$ cat config.mk
export PLATFORM = sky130hd
export DESIGN_NAME = program_counter_flat
export DESIGN_NICKNAME = d
export VERILOG_FILES = /design/src/rtl/program_counter_if.sv /design/src/rtl/program_counter.sv /design/src/flat_wrapper.sv
export SDC_FILE = /design/constraint.sdc
export NUM_CORES = 1
export LEC_CHECK = 0
export CORE_MARGIN = 2
export CORE_UTILIZATION = 50
export DETAILED_ROUTE_END_ITERATION = 10
export HOLD_SLACK_MARGIN = 0.15
export PLACE_DENSITY_LB_ADDON = 0.25
export SLEW_MARGIN = 40
export SYNTH_ARGS = -nofsm -noshare
export SYNTH_HDL_FRONTEND = slang
export SYNTH_SLANG_ARGS = --single-unit
$ cat constraint.sdc
create_clock -name clk -period 6.88 [get_ports clk]
set_clock_uncertainty 0.15 [all_clocks]
set_input_delay 1.376 -clock clk [delete_from_list [all_inputs] [get_ports clk]]
set_output_delay 1.376 -clock clk [all_outputs]
set_load 0.01 [all_outputs]
$ cat src/rtl/program_counter_if.sv
// Harness <-> fetch-stage PC bus: run control and branch inputs in, PC/status/count out.
interface program_counter_if #(
    parameter int D     = 12,
    parameter int CNT_W = 16
);
    logic             start;
    logic             stall;
    logic             halt;
    logic             branch_en;
    logic             rel;
    logic [D-1:0]     target;
    logic [D-1:0]     prog_ctr;
    logic             running;
    logic             done;
    logic [CNT_W-1:0] inst_count;

    modport master (
        output start, stall, halt, branch_en, rel, target,
        input  prog_ctr, running, done, inst_count
    );

    modport slave (
        input  start, stall, halt, branch_en, rel, target,
        output prog_ctr, running, done, inst_count
    );
endinterface

$ cat src/rtl/program_counter.sv
// Fetch-stage program counter with IDLE/RUN/DONE run control and a saturating
// retired-instruction counter.
module program_counter #(
    parameter int           D          = 12,
    parameter logic [D-1:0] START_ADDR = '0,
    parameter int           CNT_W      = 16
) (
    input  logic              clk,
    input  logic              reset_n,
    program_counter_if.slave  bus
);

    typedef enum logic [1:0] {S_IDLE, S_RUN, S_DONE} state_t;

    state_t           r_state;
    state_t           w_next;
    logic [D-1:0]     r_pc;
    logic [D-1:0]     w_pc_nxt;
    logic [CNT_W-1:0] r_cnt;
    logic [CNT_W-1:0] w_cnt_nxt;
    logic             w_adv;

    always_ff @(posedge clk or negedge reset_n) begin
        if (!reset_n) r_state <= S_IDLE;
        else          r_state <= w_next;
    end

    always_comb begin
        w_next = r_state;
        if (bus.start)
            w_next = S_RUN;
        else if (r_state == S_RUN && !bus.stall && bus.halt)
            w_next = S_DONE;
    end

    always_comb begin
        bus.running = (r_state == S_RUN);
        bus.done    = (r_state == S_DONE);
    end

    // An unstalled RUN cycle retires one instruction, halt included.
    assign w_adv = (r_state == S_RUN) && !bus.start && !bus.stall;

    always_comb begin
        w_pc_nxt = r_pc;
        if (bus.start)
            w_pc_nxt = START_ADDR;
        else if (w_adv && !bus.halt) begin
            if (bus.branch_en)
                w_pc_nxt = bus.rel ? (r_pc + bus.target) : bus.target;
            else
                w_pc_nxt = r_pc + D'(1);
        end
    end

    always_comb begin
        w_cnt_nxt = r_cnt;
        if (bus.start)
            w_cnt_nxt = '0;
        else if (w_adv && (r_cnt != {CNT_W{1'b1}}))
            w_cnt_nxt = r_cnt + CNT_W'(1);
    end

    always_ff @(posedge clk or negedge reset_n) begin
        if (!reset_n) begin
            r_pc  <= '0;
            r_cnt <= '0;
        end else begin
            r_pc  <= w_pc_nxt;
            r_cnt <= w_cnt_nxt;
        end
    end

    assign bus.prog_ctr   = r_pc;
    assign bus.inst_count = r_cnt;

endmodule
$ cat src/flat_wrapper.sv
// flat-port wrapper written by rule: the top's interface ports become plain ports
module program_counter_flat 
#(
    parameter int           D          = 12,
    parameter logic [D-1:0] START_ADDR = '0,
    parameter int           CNT_W      = 16
)
  (clk, reset_n, bus_start, bus_stall, bus_halt, bus_branch_en, bus_rel, bus_target, bus_prog_ctr, bus_running, bus_done, bus_inst_count);
  program_counter_if #(.D(D), .CNT_W(CNT_W)) bus_i ();
  input  logic clk;
  input  logic reset_n;
  input wire logic [$bits(bus_i.start)-1:0] bus_start;
  input wire logic [$bits(bus_i.stall)-1:0] bus_stall;
  input wire logic [$bits(bus_i.halt)-1:0] bus_halt;
  input wire logic [$bits(bus_i.branch_en)-1:0] bus_branch_en;
  input wire logic [$bits(bus_i.rel)-1:0] bus_rel;
  input wire logic [$bits(bus_i.target)-1:0] bus_target;
  output wire logic [$bits(bus_i.prog_ctr)-1:0] bus_prog_ctr;
  output wire logic [$bits(bus_i.running)-1:0] bus_running;
  output wire logic [$bits(bus_i.done)-1:0] bus_done;
  output wire logic [$bits(bus_i.inst_count)-1:0] bus_inst_count;
  assign bus_i.start = bus_start;
  assign bus_i.stall = bus_stall;
  assign bus_i.halt = bus_halt;
  assign bus_i.branch_en = bus_branch_en;
  assign bus_i.rel = bus_rel;
  assign bus_i.target = bus_target;
  assign bus_prog_ctr = bus_i.prog_ctr;
  assign bus_running = bus_i.running;
  assign bus_done = bus_i.done;
  assign bus_inst_count = bus_i.inst_count;
  program_counter #(.D(D), .START_ADDR(START_ADDR), .CNT_W(CNT_W)) u_core (.clk(clk), .reset_n(reset_n), .bus(bus_i));
endmodule
==> PnR_summary.wiki, run 1 <==
{| class="wikitable"
! Metric !! Value
|-
| Status || complete, no violations
|-
| Die X || 72.3 microns
|-
| Worst Tran Pin Value || 717 ps
|-
| Row count || 24
|-
| Vias post-DR || 2226
|-
| Total area of multi-input combinational cells || 1510 sq um
|-
| Commonest non-fill, non-tap cell in the layout || clkdlybuf4s50_1
|-
| Worst-path cell with the longest stage delay || clkdlybuf4s50_1
|-
| Seq/Total Area, Yosys || 32.2%
|-
| Static Leakage || 1.18 nW
|-
| I/O pin count || 49
|-
| Fraction of layout instances using a drive strength above 1 || 6.12%
|-
| Number of instances in the placed design || 371
|-
| Worst Hold Class || reg2reg
|-
| Element type at the critical path start || input pin
|-
| Final Instance Count excl. Fillers || 379
|-
| CP bufs+invs || 1
|-
| Final-stage net count || 359
|-
| Master cell of the clock root buffer || clkbuf_8
|-
| Net Count, Synth || 312
|-
| Maximum vdd drop || 0.168 mV
|-
| Total iterations of the first detailed-routing run || 4
|-
| Die Ht || 72.3 microns
|-
| Post-route setup TNS || 0 ps
|-
| Clock buffers created by TritonCTS || 5
|-
| Synthesis Warnings || 0
|-
| Number of setup violations in the final report || 0
|-
| Flop and latch count out of synthesis || 30
|-
| Register clock-pin slew on the reported worst setup and hold paths || 60 ps
|-
| Async set-reset flop share out of synthesis || 100%
|-
| Final estimated routing congestion in global placement || 0.848
|-
| Max incr delay on CP || 780 ps
|-
| Critical path endpoint category || flip-flop
|-
| Mapped Area || 2330 sq um
|-
| Arrival time at the worst endpoint || 3880 ps
|-
| Critical path peak fanout || 21
|-
| Count of flip-flops with a built-in enable after synthesis || 0
|-
| Vias in the first global route || 2116
|-
| Unrepaired setup endpoints after global routing || false
|-
| Buffers added on ports || 48
|-
| Max-slew violation total from the final report || 0
|-
| Area taken by flip-flops and latches || 751 sq um
|-
| CTS H-tree lvls || 2
|-
| Most frequent cells in the layout || 47 x clkdlybuf4s50_1, 33 x nor2_1, 30 x dfrtp_1, 22 x nand2_1, 20 x o21ai_0
|-
| Starting DRT DRC Count || 117
|-
| Via count normalized by instance count || 5.87
|-
| Routed length per placed instance || 15.0 microns
|-
| Number of antenna violations at the first check in global routing || 0
|-
| Clk sinks || 30
|-
| Routed Wire Length || 5.69 mm
|-
| CP top delay family || simple AND/OR/NAND/NOR gates
|-
| Worst EP required || 6840 ps
|-
| Share of the clock period used by the worst path || 57.0%
|-
| Global-route wire length before repair || 9.80 mm
|-
| Floorplan die area || 5220 sq um
|-
| Sequence of cells on the critical path || clkdlybuf4s50_1 -> or4b_4 -> or2_2 -> nor2_1 -> a311oi_1 -> o21ai_0 -> a41oi_1
|-
| Minimum clock period || 3920 ps
|-
| Origin of the worst min-delay path || u_core.bus.inst_count[4]
|-
| Crit Reg-Reg Startpoint || u_core.bus.prog_ctr[0]
|-
| Number of fill cells in the layout || 402
|-
| Initial core utilization || 52.8%
|-
| Number of distinct standard cells referenced by the synthesized netlist || 49
|-
| HPWL after detailed placement || 4.20 mm
|-
| Number of max-capacitance violations reported || 0
|-
| Resize count post-CTS || 0
|-
| Core Region || 4410 sq um
|-
| Maximum operating frequency || 255 MHz
|-
| Top flip-flop cell by instance count after synthesis || dfrtp_1
|-
| Grt total ovfl || 0
|-
| Clk_lat worst skew || 280 ps
|-
| Number of setup buffers added after CTS || 0
|-
| Diode count || 0
|-
| Max clock buf depth || 2
|-
| Global-route usage over all layers || 23.7%
|-
| Type of the worst setup path || in2reg
|-
| TritonCTS clock tree || built
|-
| Post-route DRC || 0
|-
| Number of nets with antenna violations after detailed routing || 0
|-
| CTS Hold Bufs || 0
|-
| Power per cell area || 147 nW/um^2
|-
| Per-instance average area after synthesis || 8.35 sq um
|-
| Worst setup path start || bus_start
|-
| Pin count of the biggest net entering global routing || 31
|-
| Max-slew headroom at the worst pin || 52.0%
|-
| Number of cells produced by synthesis || 279
|-
| Hold Vio Cnt, Final || 0
|-
| Area growth, synth to finish || 25.9%
|}
## through the flow
| step | util [%] | hold slack (ps) | worst slack (ps) | instance area [sq um] | power, mW |
|---|---|---|---|---|---|
| after floorplan | - | 350 | 3660 | 2330 | 0.247 |
| after global placement | 64.5 | 383 | 2560 | 2850 | 0.285 |
| after detailed placement | 64.5 | 389 | 2400 | 2850 | 0.287 |
| after CTS | 66.6 | 401 | 2700 | 2940 | 0.433 |
| after global routing | 66.5 | 436 | 2680 | 2940 | 0.451 |
| final | 66.5 | 398 | 2960 | 2940 | 0.430 |
## sequential cells by signal, indices dropped and copies added (netlist names)
name and flops:
u_core.bus.prog_ctr 12, u_core.r_state 2, u_core.bus.inst_count 16
## report_power, final
part,leakage (nW),internal (mW),switching (mW)
sequential,0.411,0.182,0.00923
clock,0.0482,0.0806,0.0662
combinational,0.720,0.0447,0.0478
total,1.18,0.307,0.123
## worst reg2reg max path: stages (launching register included)
cell	delay (ps)
dfrtp_1	460
ha_1	280
fa_1	410
a21o_1	190
a21oi_1	300
o211ai_1	150
a21oi_1	190
xor2_1	200
a41oi_1	130
## kinds of logic (layout without fill, tap and decap cells)
kind of cell	after synthesis	count (layout)	share of synthesized area [%]
compound gates	76	76	21.4
buf+inv	18	66	3.06
xor+xnor	18	18	6.76
mux	11	11	4.99
fa+ha+maj	14	14	7.84
simple gates	112	112	23.8
flops	30	30	32.2
## metal layers
layer / GRT usage (%) / up-vias / share of wire (%) / routed length (microns)
met2: 37.8 / 56 / 46 / 2630
li1: - / 1120 / - / -
met4: 6.29 / 0 / 1.1 / 60
met1: 32.9 / 1045 / 48 / 2720
met3: 5.00 / 5 / 5.0 / 285
met5: 0 / - / 0 / 0
## Yosys cell counts (5+ instances only)
cell / number / area [sq um]
nor2_1: 34 / 128
dfrtp_1: 30 / 751
nand2_1: 22 / 82.6
o21ai_0: 20 / 100
a21oi_1: 14 / 70.1
xnor2_1: 14 / 123
ha_1: 13 / 163
nand3_1: 12 / 60.1
inv_1: 9 / 33.8
nor3_1: 8 / 40.0
a31oi_1: 6 / 37.5
clkbuf_1: 6 / 22.5
mux2i_1: 6 / 60.1
nand2b_1: 6 / 37.5
nand4_1: 6 / 37.5
a22oi_1: 5 / 37.5
mux2_2: 5 / 56.3
o211ai_1: 5 / 37.5
## path summary, 6_finish.rpt
check	depth (start not counted)	to	slack, ps
max reg2reg	8	u_core.bus.prog_ctr[10]	4240
max	7	u_core.bus.prog_ctr[10]	2960
min reg2reg	1	u_core.bus.inst_count[4]	400
min in group asynchronous	2	u_core.bus.prog_ctr[4]	1350
min	1	u_core.bus.inst_count[4]	400
max in group asynchronous	2	u_core.bus.prog_ctr[10]	4950
## layout make-up
cell class              instances  share of cell area [%]
well taps                      52                    2.22
inverters                       9                    1.15
clock buffers                   7                    2.94
multi-input cells             231                    51.5
flip-flops and latches         30                    25.6
repair buffers                 49                    16.5
clock inverters                 1                   0.171
No activity file was read; power rests on OpenSTA's default activity.
==> inputs of run 2 (changes only) <==
- clock period: 6.88 -> 3.7 ns (I/O delays scaled with it)
==> PnR_summary.wiki, run 2 (same netlist as run 1, synthesis figures left out) <==
{| class="wikitable"
! Metric !! Value
|-
| Power per cell area || 274 nW/um^2 (+87%)
|-
| Max clock buf depth || 2 (unchanged)
|-
| Maximum vdd drop || 0.189 mV (+12%)
|-
| Die Ht || 72.3 microns (unchanged)
|-
| I/O pin count || 49 (unchanged)
|-
| CTS H-tree lvls || 2 (unchanged)
|-
| Diode count || 0 (unchanged)
|-
| Row count || 24 (unchanged)
|-
| Clk_lat worst skew || 290 ps (about the same)
|-
| Global-route wire length before repair || 9.77 mm (-0.29%)
|-
| Arrival time at the worst endpoint || 2940 ps (-940 ps)
|-
| Final-stage net count || 363 (+1.1%)
|-
| Number of fill cells in the layout || 373 (-7.2%)
|-
| Area taken by flip-flops and latches || 751 sq um (unchanged)
|-
| TritonCTS clock tree || built
|-
| Initial core utilization || 52.8% (unchanged)
|-
| Minimum clock period || 2910 ps
|-
| Resize count post-CTS || 0 (unchanged)
|-
| Core occupancy in the finished layout || 67.2% (+0.74 points)
|-
| Type of the worst setup path || in2reg
|-
| Number of max-capacitance violations reported || 0 (unchanged)
|-
| Critical path endpoint category || flip-flop
|-
| Post-route setup TNS || 0 ps (unchanged)
|-
| Critical path peak fanout || 3 (-86%)
|-
| Vias post-DR || 2326 (+4.5%)
|-
| Vias in the first global route || 2107 (-0.43%)
|-
| HPWL after detailed placement || 4.14 mm (-1.5%)
|-
| Core Region || 4410 sq um (unchanged)
|-
| Area growth, synth to finish || 27.3%
|-
| Via count normalized by instance count || 6.07 (+3.4%)
|-
| Starting DRT DRC Count || 174 (+49%)
|-
| Number of setup buffers added after CTS || 0 (unchanged)
|-
| Element type at the critical path start || input pin
|-
| Die X || 72.3 microns (unchanged)
|-
| Worst EP required || 3730 ps (-3110 ps)
|-
| Final estimated routing congestion in global placement || 0.853 (+0.65%)
|-
| Fraction of layout instances using a drive strength above 1 || 6.65% (+0.53 points)
|-
| Static Leakage || 1.20 nW (+1.7%)
|-
| Number of instances in the placed design || 375 (+1.1%)
|-
| Total area of multi-input combinational cells || 1510 sq um (-0.17%)
|-
| Register clock-pin slew on the reported worst setup and hold paths || 70 ps (about the same)
|-
| Total iterations of the first detailed-routing run || 5 (+1)
|-
| Worst Hold Class || reg2reg
|-
| Share of the clock period used by the worst path || 78.7%
|-
| Final Instance Count excl. Fillers || 383 (+1.1%)
|-
| Grt total ovfl || 0 (unchanged)
|-
| Clk sinks || 30 (unchanged)
|-
| Global-route usage over all layers || 23.9% (+0.13 points)
|-
| Commonest non-fill, non-tap cell in the layout || clkdlybuf4s50_1
|-
| CTS Hold Bufs || 0 (unchanged)
|-
| Buffers added on ports || 48 (unchanged)
|-
| Max-slew headroom at the worst pin || 56.1% (+4.1 points)
|-
| Master cell of the clock root buffer || clkbuf_8
|-
| Unrepaired setup endpoints after global routing || false
|-
| Number of setup violations in the final report || 0 (unchanged)
|-
| Worst Tran Pin Value || 655 ps (-61.7 ps)
|-
| Post-route DRC || 0 (unchanged)
|-
| Max-slew violation total from the final report || 0 (unchanged)
|-
| Routed length per placed instance || 15.0 microns (-0.45%)
|-
| Hold Vio Cnt, Final || 0 (unchanged)
|-
| Clock buffers created by TritonCTS || 5 (unchanged)
|-
| Flip-flop count of the largest register, all copies and words added || 16 (unchanged)
|-
| Routed Wire Length || 5.73 mm (+0.60%)
|-
| Number of nets with antenna violations after detailed routing || 0 (unchanged)
|-
| Pin count of the biggest net entering global routing || 31 (unchanged)
|-
| Number of antenna violations at the first check in global routing || 0 (unchanged)
|-
| Most frequent cells in the layout || 48 x clkdlybuf4s50_1, 34 x nor2_1, 30 x dfrtp_1, 22 x nand2_1, 20 x o21ai_0
|-
| Status || complete, no violations
|-
| Maximum operating frequency || 343 MHz
|-
| Floorplan die area || 5220 sq um (unchanged)
|}
==> run 2: changes by cell type in the layout (fill, tap and decap cells not counted), sizes merged <==
cell | previous run | this run
clkdlybuf4s50 | 47 | 48
buf | 2 | 5
==> run 2: worst paths after layout <==
| check | start | to | depth (start not counted) | slack (ps) |
|---|---|---|---|---|
| max in group asynchronous | reset_n | u_core.bus.inst_count[8] | 2 | 2430 |
| setup / recovery | bus_target[0] | u_core.bus.prog_ctr[8] | 9 | 790 |
| setup reg to reg | u_core.bus.prog_ctr[0] | u_core.bus.prog_ctr[8] | 8 | 1150 |
| min in group asynchronous | reset_n | u_core.bus.prog_ctr[1] | 2 | 680 |
| hold reg to reg | u_core.r_state[0] | u_core.r_state[0] | 1 | 390 |
| hold / removal | u_core.r_state[0] | u_core.r_state[0] | 1 | 390 |
==> run 2: area by class of cell <==
class / count / area share, %
timing repair buffer: 53 / 17.5
multi-input combinational: 231 / 50.8
sequential: 30 / 25.3
clock inverter: 1 / 0.169
clock buffer: 7 / 2.91
inverter: 9 / 1.14
tap: 52 / 2.19
==> run 2: power by group <==
part	leakage, nW	internal (mW)	total [mW]	switching, mW
sequential	0.411	0.338	0.355	0.0174
combinational	0.740	0.0861	0.176	0.0900
clock	0.0482	0.150	0.282	0.132
==> run 2: critical path, cell delays in order <==
cell and delay, ps:
clkdlybuf4s50_1 420, ha_1 230, fa_1 410, a21o_1 200, a21oi_1 300, o21bai_1 130
a41oi_1 260, xor2_1 170, a22oi_1 80
==> run 2: routing by layer <==
| layer | vias up | track usage, % | routed length, microns |
|---|---|---|---|
| met3 | 5 | 6.11 | 359 |
| met1 | 1112 | 34.0 | 2690 |
| li1 | 1130 | - | - |
| met2 | 79 | 36.5 | 2620 |
| met5 | - | 0 | 0 |
| met4 | 0 | 5.66 | 48 |
==> run 2: metrics by stage <==
| stage | cell area (sq um) | hold slack [ps] | total power, mW | setup WS (ps) |
|---|---|---|---|---|
| floorplan | 2330 | 294 | 0.460 | 1120 |
| global placement | 2880 | 374 | 0.533 | 558 |
| detailed placement | 2880 | 386 | 0.535 | 489 |
| CTS | 2970 | 400 | 0.814 | 787 |
| global route | 2970 | 431 | 0.852 | 624 |
| finish | 2970 | 394 | 0.813 | 789 |
